**src/rtl/bsg_dff_pipe_vr_pkg.sv**
```systemverilog
// Shared types and helpers for the elastic valid/ready register pipeline.
// Optional occupancy counter is enabled with BSG_DFF_PIPE_VR_COUNT_EN.
package bsg_dff_pipe_vr_pkg;

  localparam int default_width_p = 4;

  // Contents of one stage at the default width: valid flag plus payload.
  typedef struct packed {
    logic                       v;
    logic [default_width_p-1:0] data;
  } stage_s;

  function automatic int bsg_dff_pipe_vr_cnt_width(input int depth);
    return $clog2(depth + 1);
  endfunction

endpackage

```
**src/rtl/bsg_dff_pipe_vr_if.sv**
```systemverilog
// One valid/ready handshake link. On the consumer side of the pipe "ready" is the yumi strobe.
interface bsg_dff_pipe_vr_if #(
  parameter int width_p = 4
);
  logic [width_p-1:0] data;
  logic               v;
  logic               ready;

  modport master (output data, output v, input ready);
  modport slave  (input data, input v, output ready);
endinterface

```
**src/rtl/bsg_dff_pipe_vr_stage.sv**
```systemverilog
// One pipeline stage: valid flop, clock-enabled data flop and the local move/load decision.
module bsg_dff_pipe_vr_stage #(
  parameter int width_p = 4
) (
  input  logic               clk_i,
  input  logic               reset_i,
  input  logic               in_v,
  input  logic [width_p-1:0] in_data,
  input  logic               down_valid,
  input  logic               down_move,
  output logic               valid,
  output logic [width_p-1:0] data,
  output logic               move
);

  logic               valid_reg;
  logic [width_p-1:0] data_reg;
  logic               load;

  // The word leaves when the next slot is empty or is itself emptying this cycle.
  assign move = valid_reg & (~down_valid | down_move);
  assign load = ~valid_reg | move;

  always_ff @(posedge clk_i) begin
    if (reset_i) begin
      valid_reg <= 1'b0;
    end else if (load) begin
      valid_reg <= in_v;
    end
  end

  // Payload is deliberately not reset; it only changes on a valid load.
  always_ff @(posedge clk_i) begin
    if (load & in_v) begin
      data_reg <= in_data;
    end
  end

  assign valid = valid_reg;
  assign data  = data_reg;

endmodule

```
**src/rtl/bsg_dff_pipe_vr.sv**
```systemverilog
// Elastic depth_p-stage register pipeline with collapsing bubbles and valid/ready on both sides.
// Define BSG_DFF_PIPE_VR_COUNT_EN to add the registered occupancy output count_o.
module bsg_dff_pipe_vr
  import bsg_dff_pipe_vr_pkg::*;
#(
  parameter int width_p = 4,
  parameter int depth_p = 2
) (
  input  logic                    clk_i,
  input  logic                    reset_i,
  bsg_dff_pipe_vr_if.slave        in_if,
  bsg_dff_pipe_vr_if.master       out_if
`ifdef BSG_DFF_PIPE_VR_COUNT_EN
  ,
  output logic [bsg_dff_pipe_vr_cnt_width(depth_p)-1:0] count_o
`endif
);

  if (depth_p < 1) begin : gen_bad_depth
    $error("bsg_dff_pipe_vr: depth_p must be at least 1");
  end

  logic [depth_p-1:0] valid_vec;
  logic [width_p-1:0] data_arr [depth_p];

  for (genvar gi = 0; gi < depth_p; gi++) begin : gen_stage
    logic               in_v_k;
    logic [width_p-1:0] in_data_k;
    logic               down_valid_k;
    logic               down_move_k;
    logic               move_k;

    if (gi == 0) begin : gen_head
      assign in_v_k    = in_if.v;
      assign in_data_k = in_if.data;
    end else begin : gen_body
      assign in_v_k    = valid_vec[gi-1];
      assign in_data_k = data_arr[gi-1];
    end

    // The last stage sees a permanently occupied successor that drains only on yumi.
    if (gi == depth_p - 1) begin : gen_tail
      assign down_valid_k = 1'b1;
      assign down_move_k  = out_if.ready;
    end else begin : gen_link
      assign down_valid_k = valid_vec[gi+1];
      assign down_move_k  = gen_stage[gi+1].move_k;
    end

    bsg_dff_pipe_vr_stage #(
      .width_p (width_p)
    ) stage (
      .clk_i      (clk_i),
      .reset_i    (reset_i),
      .in_v       (in_v_k),
      .in_data    (in_data_k),
      .down_valid (down_valid_k),
      .down_move  (down_move_k),
      .valid      (valid_vec[gi]),
      .data       (data_arr[gi]),
      .move       (move_k)
    );
  end

  assign in_if.ready = ~reset_i & (~valid_vec[0] | gen_stage[0].move_k);
  assign out_if.v    = valid_vec[depth_p-1];
  assign out_if.data = data_arr[depth_p-1];

  always_ff @(posedge clk_i) begin
    if (!reset_i) begin
      assert (!(out_if.ready && !out_if.v));
    end
  end

`ifdef BSG_DFF_PIPE_VR_COUNT_EN
  localparam int cnt_width_lp = bsg_dff_pipe_vr_cnt_width(depth_p);

  logic [cnt_width_lp-1:0] cnt_reg;
  logic                    accept;
  logic                    deq;

  assign accept = in_if.v & in_if.ready;
  assign deq    = out_if.ready & out_if.v;

  always_ff @(posedge clk_i) begin
    if (reset_i) begin
      cnt_reg <= '0;
    end else if (accept & ~deq) begin
      cnt_reg <= cnt_reg + 1'b1;
    end else if (deq & ~accept) begin
      cnt_reg <= cnt_reg - 1'b1;
    end
  end

  always_ff @(posedge clk_i) begin
    if (!reset_i) begin
      assert (cnt_reg == cnt_width_lp'($countones(valid_vec)));
    end
  end

  assign count_o = cnt_reg;
`endif

endmodule

```
**src/flat_wrapper.sv**
```systemverilog
// flat-port wrapper written by rule: the top's interface ports become plain ports
module bsg_dff_pipe_vr_flat import bsg_dff_pipe_vr_pkg::*;
#(
  parameter int width_p = 4,
  parameter int depth_p = 2
)
  (clk_i, reset_i, in_if_data, in_if_v, in_if_ready, out_if_data, out_if_v, out_if_ready);
  bsg_dff_pipe_vr_if #(.width_p(width_p)) in_if_i ();
  bsg_dff_pipe_vr_if #(.width_p(width_p)) out_if_i ();
  input  logic clk_i;
  input  logic reset_i;
  input wire logic [$bits(in_if_i.data)-1:0] in_if_data;
  input wire logic [$bits(in_if_i.v)-1:0] in_if_v;
  output wire logic [$bits(in_if_i.ready)-1:0] in_if_ready;
  output wire logic [$bits(out_if_i.data)-1:0] out_if_data;
  output wire logic [$bits(out_if_i.v)-1:0] out_if_v;
  input wire logic [$bits(out_if_i.ready)-1:0] out_if_ready;
  assign in_if_i.data = in_if_data;
  assign in_if_i.v = in_if_v;
  assign in_if_ready = in_if_i.ready;
  assign out_if_data = out_if_i.data;
  assign out_if_v = out_if_i.v;
  assign out_if_i.ready = out_if_ready;
  bsg_dff_pipe_vr #(.width_p(width_p), .depth_p(depth_p)) u_core (.clk_i(clk_i), .reset_i(reset_i), .in_if(in_if_i), .out_if(out_if_i));
endmodule
```
**config.mk**
```make
export PLATFORM = sky130hd
export DESIGN_NAME = bsg_dff_pipe_vr_flat
export DESIGN_NICKNAME = d
export VERILOG_FILES = /design/src/rtl/bsg_dff_pipe_vr_pkg.sv /design/src/rtl/bsg_dff_pipe_vr_if.sv /design/src/rtl/bsg_dff_pipe_vr_stage.sv /design/src/rtl/bsg_dff_pipe_vr.sv /design/src/flat_wrapper.sv
export SDC_FILE = /design/constraint.sdc
export NUM_CORES = 1
export LEC_CHECK = 0
export CORE_AREA = 5 5 42 44
export CTS_BUF_LIST = sky130_fd_sc_hd__clkbuf_8
export DETAILED_ROUTE_END_ITERATION = 8
export DIE_AREA = 0 0 47 49
export GPL_TIMING_DRIVEN = 0
export MAX_ROUTING_LAYER = met4
export PLACE_DENSITY_LB_ADDON = 0.12
export SETUP_SLACK_MARGIN = 0.05
export SLEW_MARGIN = 20
export SYNTH_ARGS = -nofsm -noshare
export SYNTH_HDL_FRONTEND = slang
export SYNTH_SLANG_ARGS = --single-unit
```
**constraint.sdc**
```tcl
create_clock -name clk_i -period 1.3 [get_ports clk_i]
set_clock_uncertainty 0.05 [all_clocks]
set_input_delay 0.39 -clock clk_i [delete_from_list [all_inputs] [get_ports clk_i]]
set_output_delay 0.39 -clock clk_i [all_outputs]
set_load 0.03 [all_outputs]
```
==> summary.txt <==
Worst setup path
  • Worst Setup Path Type: in2out
  • Crit-path most repeated cell: buf_6
  • CP Capture Type: output port
  • Crit start category: input port
  • Reg2reg end: u_core.gen_stage[0].stage.data[2]$_DFFE_PP_
  • Worst reg-to-reg setup slack: 0.17 ns
  • CP max stage cell: nand3b_1
  • Cell count of the worst reg-to-reg path: 4
  • CP Cell Sequence: buf_6 > nand3b_1 > nor2b_4 > buf_6
  • Critical path data arrival time: 0.91 ns
  • Slowest stage delay, CP: 0.16 ns
  • Worst reg2reg startpoint: u_core.gen_stage[0].stage.valid$_SDFFE_PP0P_
  • Worst EP required: 0.86 ns
  • Worst-path fanout max: 2

Floorplan
  • Placeable core area: 1400 um^2
  • Die Span Y: 49 um
  • Row cnt: 14
  • Top Ports: 14
  • DIE AREA: 2300 um^2
  • Die W: 47 um
  • Initial Utilization: 23.6%

Clocking
  • Num CTS Buffers: 3
  • Root Buffer Master: clkbuf_8
  • Clock latency on the worst-skew pair: 0.23 ns
  • CTS sink cnt: 10
  • H-tree depth: 1
  • Longest Clk Path Bufs: 2
  • CTS clk-pin slew, worst paths: 0.05 ns
  • CTS tree: built

Finish
  • Most common library cell in the layout ignoring fill and taps: edfxtp_1
  • Max reg flops: 8
  • Fin cells: 55
  • Final Net Count: 48
  • Area growth syn-to-layout: 64.8%
  • Ant diodes: 0
  • Most frequent cells in the layout: edfxtp_1, clkdlybuf4s50_1, buf_2
  • Share of layout cells above drive strength 1: 43.6%
  • Layout fillers: 148

STA
  • Part of the cycle the worst path needs: 104%
  • Unrepaired setup endpoints after global routing: yes
  • Worst slew pin tran: 0.173 ns
  • Final Setup Violations: 1
  • Final hold vios: 0
  • Fmax achieved: 0.739 GHz
  • Pins Over Slew Limit: 0
  • Setup slack after layout: -0.0538 ns
  • WHS: 0.368 ns
  • Max_slew headroom: 88.4%
  • TNS Setup: -0.0538 ns
  • Min cycle time layout: 1.35 ns

Yosys
  • Synth area leaders: edfxtp_1, dfxtp_1, and2_1, a21oi_1, inv_1
  • Largest area contributor in the netlist: edfxtp_1
  • Synth Warn #: 0
  • Cell count after synthesis: 19
  • Seq/Total Area, Yosys: 84.8%
  • Post-synthesis register bit count: 10
  • Post-Syn Area: 330 um^2
  • Synth unique cells: 8
  • Top-area cell type share of the netlist area: 72.7%
  • Syn Nets: 27
  • Mean Syn Cell Area: 17.4 um^2

Route
  • WL per Instance: 9.25 um
  • Post-route ant nets: 0
  • Vias: 211
  • Detailed router's first-iteration violation count: 1
  • Via/cell ratio: 3.84
  • First-pass iteration count of the detailed router: 2
  • Final WL: 509 um
  • DRC viols: 0

Status
  • Status: finished with violations
  • Violated checks: setup timing

Place
  • GP Congestion: 0.627
  • Port Buffer Count: 13
  • Cells after DPL: 48
  • Pre-CTS setup slack: -0.963 ns

Job
  • Total of max-cap violations: 0

Global route
  • Grt total ovfl: 0
  • Number of global-route vias before repair: 210
  • First-pass GRT wire length: 807 um
  • Largest net degree at the start of global routing: 7
  • Global Route Usage Sum: 5.63%
  • Antenna violations before repair: 0

Pwr
  • Lkg Pwr: 0.225 nW
  • Max VDD drop: 0.583 mV
  • Pwr dens: 1380 nW/um^2

Worst hold path
  • Worst hold start: u_core.gen_stage[0].stage.data[1]$_DFFE_PP_
  • Worst Hold End: u_core.gen_stage[1].stage.data[1]$_DFFE_PP_
  • Worst min-delay path category: reg2reg
  • Hold Crit Depth: 0
stage by stage:
step / area [um^2] / power, mW / util (%)
detailed placement: 489 / 0.450 / 34.9
floorplan: 339 / 0.408 / -
global route: 544 / 0.786 / 38.8
CTS: 544 / 0.770 / 38.8
global placement: 489 / 0.449 / 34.9
finish: 544 / 0.754 / 38.8
layer usage:
layer	share of wire [%]	vias to the layer above	global-route usage [%]
li1	-	107	-
met1	39	92	4.81
met2	49	10	7.92
met3	11	2	3.32
met4	1.2	0	5.53
met5	0	-	-
report_power, final:
part / internal [mW] / switching [mW] / total (mW) / leakage [nW]
Sequential: 0.367 / 0.00427 / 0.371 / 0.0937
Clock: 0.205 / 0.104 / 0.309 / 0.0269
Combinational: 0.0385 / 0.0355 / 0.0741 / 0.105
Total: 0.610 / 0.144 / 0.754 / 0.225
Yosys cell counts, drive strengths merged:
library cell / number
inv: 2
nand3b: 1
a21oi: 2
dfxtp: 2
edfxtp: 8
and2: 2
nor2b: 1
nand2b: 1
repair_timing:
action | in CTS | in global routing
gates cloned | 0 | 0
pin swaps | 1 | 0
setup buffers | 4 | 0
hold buffers | 0 | 0
setup endpoints to repair | 14 | 2
resized for setup | 43 | 0
area by class of cell:
cell class	instances	area [um^2]	share of cell area, %
timing repair buffer	16	136	25.1
clock buffer	3	41.3	7.59
sequential	10	283	52.0
clock inverter	1	3.75	0.690
inverter	2	7.51	1.38
multi-input combinational	7	52.6	9.66
tap	16	20.0	3.68
cell families (layout without fill, tap and decap cells):
family	Yosys count	in the layout	share of synthesized area, %
flip-flops	10	10	84.8
AO/OA/AOI/OAI	2	2	3.03
AND/OR/NAND/NOR	5	5	9.85
buffers and inverters	2	22	2.27
worst max path at each step:
| stage | startpoint | end | slack (ns) |
|---|---|---|---|
| final | out_if_ready | in_if_ready | -0.05 |
| after global routing | u_core.gen_stage[0].stage.valid$_SDFFE_PP0P_ | in_if_ready | -0.1 |
| after CTS | u_core.gen_stage[0].stage.valid$_SDFFE_PP0P_ | in_if_ready | -0.07 |
| after detailed placement | out_if_ready | in_if_ready | -0.96 |
| after global placement | out_if_ready | in_if_ready | -0.94 |
| after floorplan | out_if_ready | in_if_ready | 0.11 |
critical path: cells and delay by family:
family	cells	cell delay, ns
buffers and inverters	2	0.22
AND/OR/NAND/NOR	2	0.30
(Power assumes the default switching activity.)
